## config.mk

```make
export PLATFORM = sky130hd
export DESIGN_NAME = enc_frame_ctrl
export DESIGN_NICKNAME = d
export VERILOG_FILES = /design/src/rtl/enc_frame_ctrl.sv
export SDC_FILE = /design/constraint.sdc
export NUM_CORES = 1
export LEC_CHECK = 0
export CORE_MARGIN = 2
export CORE_UTILIZATION = 50
export CTS_BUF_LIST = sky130_fd_sc_hd__clkbuf_4
export DETAILED_ROUTE_END_ITERATION = 16
export GPL_TIMING_DRIVEN = 0
export PLACE_DENSITY = 0.95
export SLEW_MARGIN = 15
export SYNTH_ARGS = -nofsm -noshare
export SYNTH_HDL_FRONTEND = slang
export SYNTH_SLANG_ARGS = --single-unit
```

## constraint.sdc

```tcl
create_clock -name clk -period 2.8 [get_ports clk]
set_input_delay 0.42 -clock clk [delete_from_list [all_inputs] [get_ports clk]]
set_output_delay 0.42 -clock clk [all_outputs]
set_load 0.02 [all_outputs]
```

## src/rtl/enc_frame_ctrl.sv

```systemverilog
// -----------------------------------------------------------------------------
// enc_frame_ctrl
//
// Frame sequencer for a convolutional encoder. One frame goes through these
// steps:
//   1. Latch the code rate and the generator polynomials.
//   2. Clear the encoder for one cycle.
//   3. Prime the encoder for one cycle, feeding it zeros to cover its slice
//      delay.
//   4. Forward FRAME_PAIRS 2-bit input pairs to the encoder.
//   5. Clock the encoder with zero data until it reports done.
//   6. Pulse o_frame_done.
// Every output comes straight from a flop.
//
// Parameters
//   K           constraint length, also the width of each generator polynomial
//   FRAME_PAIRS number of 2-bit input pairs in one frame
//   TIMEOUT     number of cycles allowed in WAIT_DONE (watchdog build only)
//
// Build option
//   ENC_CTRL_TIMEOUT_EN  When defined, a watchdog runs in WAIT_DONE. If it
//                        expires, o_err pulses, the encoder is cleared and the
//                        FSM returns to IDLE. When undefined, there is no
//                        watchdog and o_err is tied to 0.
//
// Ports
//   clk, rst        clock and asynchronous active-high reset
//   i_start         frame request (sampled only in IDLE)
//   i_code_rate     code-rate select (`CODE_RATE_2 / `CODE_RATE_3)
//   i_gen_poly      three K-bit polynomials, poly0 in the LSBs
//   i_tx_valid      source has a pair available
//   i_tx_data       the 2-bit pair
//   o_tx_ready      controller accepts a pair (RUN only)
//   o_enc_rst_n     active-low encoder clear
//   o_en_ce         encoder clock enable
//   o_code_rate     latched code rate
//   o_gen_poly      latched polynomials
//   o_tx_data       pair presented to the encoder
//   i_encoder_done  encoder has flushed its output (honoured in WAIT_DONE only)
//   o_busy          high in every state except IDLE
//   o_frame_done    one-cycle pulse when a frame completes
//   o_err           one-cycle pulse when the watchdog expires
// -----------------------------------------------------------------------------
`ifndef CODE_RATE_2
`define CODE_RATE_2 1'b0
`endif
`ifndef CODE_RATE_3
`define CODE_RATE_3 1'b1
`endif

module enc_frame_ctrl #(
    parameter int K           = 9,
    parameter int FRAME_PAIRS = 160,
    parameter int TIMEOUT     = 16
) (
    input  logic           clk,
    input  logic           rst,
    input  logic           i_start,
    input  logic           i_code_rate,
    input  logic [3*K-1:0] i_gen_poly,
    input  logic           i_tx_valid,
    input  logic [1:0]     i_tx_data,
    output logic           o_tx_ready,
    output logic           o_enc_rst_n,
    output logic           o_en_ce,
    output logic           o_code_rate,
    output logic [3*K-1:0] o_gen_poly,
    output logic [1:0]     o_tx_data,
    input  logic           i_encoder_done,
    output logic           o_busy,
    output logic           o_frame_done,
    output logic           o_err
);

    typedef enum logic [2:0] {
        IDLE,
        CLEAR,
        PRIME,
        RUN,
        WAIT_DONE,
        FINISH
    } state_t;

    localparam int             CW      = $clog2(FRAME_PAIRS + 1);
    localparam logic [CW-1:0]  LAST_IX = CW'(FRAME_PAIRS - 1);

    if (K < 1 || FRAME_PAIRS < 1 || TIMEOUT < 1) begin : g_bad_param
        $error("enc_frame_ctrl: K, FRAME_PAIRS and TIMEOUT must all be >= 1");
    end

    state_t           state_q, state_d;
    logic [CW-1:0]    cnt_q, cnt_d;
    logic             enc_rst_n_d;
    logic             en_ce_d;
    logic             tx_ready_d;
    logic             busy_d;
    logic             frame_done_d;
    logic             code_rate_d;
    logic [3*K-1:0]   gen_poly_d;
    logic [1:0]       tx_data_d;

`ifdef ENC_CTRL_TIMEOUT_EN
    localparam int            WW      = $clog2(TIMEOUT + 1);
    localparam logic [WW-1:0] WD_LAST = WW'(TIMEOUT - 1);
    logic [WW-1:0] wd_q, wd_d;
    logic          err_q, err_d;
    assign o_err = err_q;
`else
    assign o_err = 1'b0;
`endif

    // Next state and next output values. Each output flop is loaded with the
    // value that belongs to the cycle after the edge. This is why the last
    // transfer of a frame is still seen with o_en_ce=1 in the first WAIT_DONE
    // cycle.
    always_comb begin
        // NOTE: every signal gets a default before the case statement, so no
        //       path can leave a value unassigned and infer a latch.
        state_d      = state_q;
        cnt_d        = cnt_q;
        enc_rst_n_d  = 1'b1;
        en_ce_d      = 1'b0;
        tx_ready_d   = 1'b0;
        frame_done_d = 1'b0;
        code_rate_d  = o_code_rate;
        gen_poly_d   = o_gen_poly;
        tx_data_d    = o_tx_data;
`ifdef ENC_CTRL_TIMEOUT_EN
        wd_d         = '0;
        err_d        = 1'b0;
`endif

        case (state_q)
            IDLE: begin
                if (i_start) begin
                    state_d     = CLEAR;
                    enc_rst_n_d = 1'b0;
                    code_rate_d = i_code_rate;
                    gen_poly_d  = i_gen_poly;
                end
            end
            CLEAR: begin
                state_d   = PRIME;
                cnt_d     = '0;
                en_ce_d   = 1'b1;
                tx_data_d = 2'b00;
            end
            PRIME: begin
                state_d    = RUN;
                tx_ready_d = 1'b1;
            end
            RUN: begin
                tx_ready_d = 1'b1;
                if (i_tx_valid && o_tx_ready) begin
                    en_ce_d   = 1'b1;
                    tx_data_d = i_tx_data;
                    cnt_d     = cnt_q + 1'b1;
                    if (cnt_q == LAST_IX) begin
                        state_d    = WAIT_DONE;
                        tx_ready_d = 1'b0;
                    end
                end
            end
            WAIT_DONE: begin
                if (i_encoder_done) begin
                    state_d      = FINISH;
                    frame_done_d = 1'b1;
                end else begin
                    // Keep clocking zeros through the encoder until it
                    // reports done.
                    en_ce_d   = 1'b1;
                    tx_data_d = 2'b00;
`ifdef ENC_CTRL_TIMEOUT_EN
                    if (wd_q == WD_LAST) begin
                        state_d     = IDLE;
                        err_d       = 1'b1;
                        enc_rst_n_d = 1'b0;
                        en_ce_d     = 1'b0;
                    end else begin
                        wd_d = wd_q + 1'b1;
                    end
`endif
                end
            end
            FINISH: begin
                // o_enc_rst_n stays high so the encoder result can still be
                // read.
                state_d = IDLE;
            end
            default: state_d = IDLE;
        endcase

        busy_d = (state_d != IDLE);
    end

    // NOTE: state and output flops use non-blocking assignments, so every
    //       flop samples values from before the edge.
    always_ff @(posedge clk or posedge rst) begin
        if (rst) begin
            state_q      <= IDLE;
            cnt_q        <= '0;
            o_enc_rst_n  <= 1'b0;
            o_en_ce      <= 1'b0;
            o_tx_ready   <= 1'b0;
            o_busy       <= 1'b0;
            o_frame_done <= 1'b0;
            o_tx_data    <= 2'b00;
            o_code_rate  <= 1'b0;
            o_gen_poly   <= '0;
`ifdef ENC_CTRL_TIMEOUT_EN
            wd_q         <= '0;
            err_q        <= 1'b0;
`endif
        end else begin
            state_q      <= state_d;
            cnt_q        <= cnt_d;
            o_enc_rst_n  <= enc_rst_n_d;
            o_en_ce      <= en_ce_d;
            o_tx_ready   <= tx_ready_d;
            o_busy       <= busy_d;
            o_frame_done <= frame_done_d;
            o_tx_data    <= tx_data_d;
            o_code_rate  <= code_rate_d;
            o_gen_poly   <= gen_poly_d;
`ifdef ENC_CTRL_TIMEOUT_EN
            wd_q         <= wd_d;
            err_q        <= err_d;
`endif
        end
    end

endmodule

```

==> results.json <==
{
  "status": "finished clean",
  "synth_cell_types": 35,
  "clk_pin_slew_ns": 0.13,
  "routabilityCongestion": 0.850,
  "wl_per_cell_um": 15.8,
  "crit_chain": "clkdlybuf4s50_1",
  "seqCellArea_um2": 1150,
  "finalCoreUtilization": 0.750,
  "cpPeakStageDelay_ns": 0.65,
  "place_area_um2": 2760,
  "syn_inst": 146,
  "dieArea_um2": 4480,
  "port_buffers": 69,
  "dp_hpwl_um": 3360,
  "critPathMaxFanout": 2,
  "finalHoldViolations": 0,
  "die_x_um": 67.0,
  "cp.required_ns": 2.38,
  "hp-class": "input pin to asynchronous set/reset pin",
  "rsz0062_at_grt": "no",
  "ys_seq_area_frac": 0.581,
  "hold_buffers": 0,
  "synth-edff-count": 0,
  "initial_core_util": 0.529,
  "cts_setup_buffers": 0,
  "vias": 1421,
  "ios": 71,
  "cts-root-buf": "clkbuf_4",
  "viasPerCell": 5.24,
  "num_rows": 22,
  "antenna_left": 0,
  "fin_worst_skew_ns": 0.0111,
  "clockBufferDepth": 2,
  "cts_tree": "yes",
  "start_kind": "register",
  "antennaDiodeCount": 0,
  "syn_nets": 182,
  "final_layout_size_suffix_gt1_frac": 0.202,
  "cts_buffers": 5,
  "grt_max_degree": 25,
  "cts_resized": 0,
  "final_area_um2": 2810,
  "synth_area_um2": 1980,
  "clkSinkCount": 46,
  "gr-total-overflow": 0,
  "setup-tns-final_ns": 0,
  "multiInputGateArea_um2": 733,
  "ys_ff_latch": 46,
  "clock.fmax_mhz": 549,
  "ir_drop_uv": 312,
  "drtIter0Drc": 56,
  "critical_path_class": "register to output pin",
  "cts_htree_levels": 2,
  "p_per_area_nw_per_um2": 560,
  "timing.final.crit_period_ns": 1.82,
  "area_growth_pct": 41.7,
  "drv_cap": 0,
  "fin_crit_sh": 0.651,
  "hold_ws_ns": 0.434,
  "postSynthAreaPerCell_um2": 13.6,
  "report.final.setup_viol": 0,
  "end_kind": "output pin",
  "antenna_found_initial": 0,
  "slew_violations": 0,
  "slew_headroom": 0.648,
  "worstMarginPinSlew_ns": 0.523,
  "synthArstFlopShare": 1.00,
  "nFillCells": 253,
  "num-nets-final": 259,
  "crit_buf_inv": 1,
  "power.leakage_nw": 1.19,
  "routed_wl_um": 4270,
  "grt.total_usage": 0.209,
  "coreArea_um2": 3740,
  "crit_cells": 1,
  "grt_pass1_vias": 1447,
  "r2r_cells": 5,
  "crit_arrival_ns": 1.40,
  "drc": 0,
  "cpMaxStageDelayCell": "clkdlybuf4s50_1",
  "clk_latency_ns": 0.35,
  "synth_warnings": 0,
  "path_delay_family": "buffers and inverters",
  "die_h_um": 67.0,
  "grt_pass1_wl_um": 6810,
  "ys.flop_type": "dfrtp_1",
  "first_pass_iters": 4
}
## placed cells by master (no fill, tap or decap), drive strengths merged
cell type / instances
nand3b: 1
a22o: 2
conb: 1
clkbuf: 5
o311ai: 1
nand3: 4
buf: 9
o31ai: 3
dfrtp: 46
clkdlybuf4s50: 69
mux2i: 5
or2: 1
inv: 9
a21boi: 1
a211oi: 2
nor4b: 1
nor3: 1
nand2b: 4
nor3b: 1
nand4bb: 1
a21oi: 1
mux2: 29
o22ai: 1
or3b: 2
or4: 1
nor4: 4
o21ai: 1
nor2: 3
o22a: 1
nand4: 2
clkinv: 2
ha: 1
nand2: 8
## cell usage after synthesis, types with 3 or more instances
library cell	number	area share
buf_2	3	0.0076
buf_6	3	0.017
dfrtp_1	46	0.58
inv_1	9	0.017
mux2_1	9	0.051
mux2_2	20	0.11
mux2i_1	5	0.025
nand2_1	8	0.015
nand2b_1	4	0.013
nand3_1	4	0.010
nor2_1	3	0.0057
nor4_2	3	0.019
## registers in the layout, summed over array words and instances (netlist names)
signal        count
cnt_q             8
o_busy            1
state_q           3
o_frame_done      1
o_code_rate       1
o_tx_data         2
o_gen_poly       27
o_enc_rst_n       1
o_en_ce           1
o_tx_ready        1
## cell families (layout without fill, tap and decap cells)
logic type,count (synthesis),count (layout),synth area share
buffers and inverters,17,94,0.0492
AOI/OAI and AO/OA,13,13,0.0530
DFF,46,46,0.581
muxes,34,34,0.190
other,1,1,0.00189
adders and majority gates,1,1,0.00631
and+or+nand+nor,34,34,0.119
## worst paths after layout
path / endpoint / start / slack (ns)
setup / recovery: o_gen_poly[22] / o_gen_poly[22] / 0.98
hold / removal: o_gen_poly[12] / rst / 0.43
setup reg to reg: o_gen_poly[12] / state_q[1] / 1.12
hold reg to reg: o_gen_poly[8] / o_gen_poly[8] / 0.51
max in group asynchronous: cnt_q[3] / rst / 1.87
min in group clk: o_gen_poly[8] / o_gen_poly[8] / 0.51
## power by group
group          internal, mW  switching (mW)
registers             0.765          0.0824
clock network        0.0905           0.190
logic                 0.239           0.203
total                  1.10           0.476
## stage by stage
stage	worst slack [ns]	instances	total power, mW
detailed placement	0.734	264	1.31
finish	0.979	271	1.57
global route	0.931	271	1.67
floorplan	1.28	146	1.08
global placement	0.440	263	1.27
CTS	0.988	271	1.59
## routing by layer
metal | vias to the layer above | track usage | share of wire
li1 | 670 | - | -
met1 | 679 | 0.258 | 0.42
met2 | 64 | 0.329 | 0.45
met3 | 8 | 0.0861 | 0.11
met4 | 0 | 0.0740 | 0.021
met5 | - | 0 | 0
## cell type report
cell class,instances,share of cell area
Buffer,8,0.0227
Clock buffer,5,0.0134
Clock inverter,2,0.00357
Inverter,9,0.0120
Multi-Input combinational cell,83,0.261
Sequential cell,46,0.410
Tap cell,48,0.0214
Timing Repair Buffer,70,0.256
(Power assumes the default switching activity.)
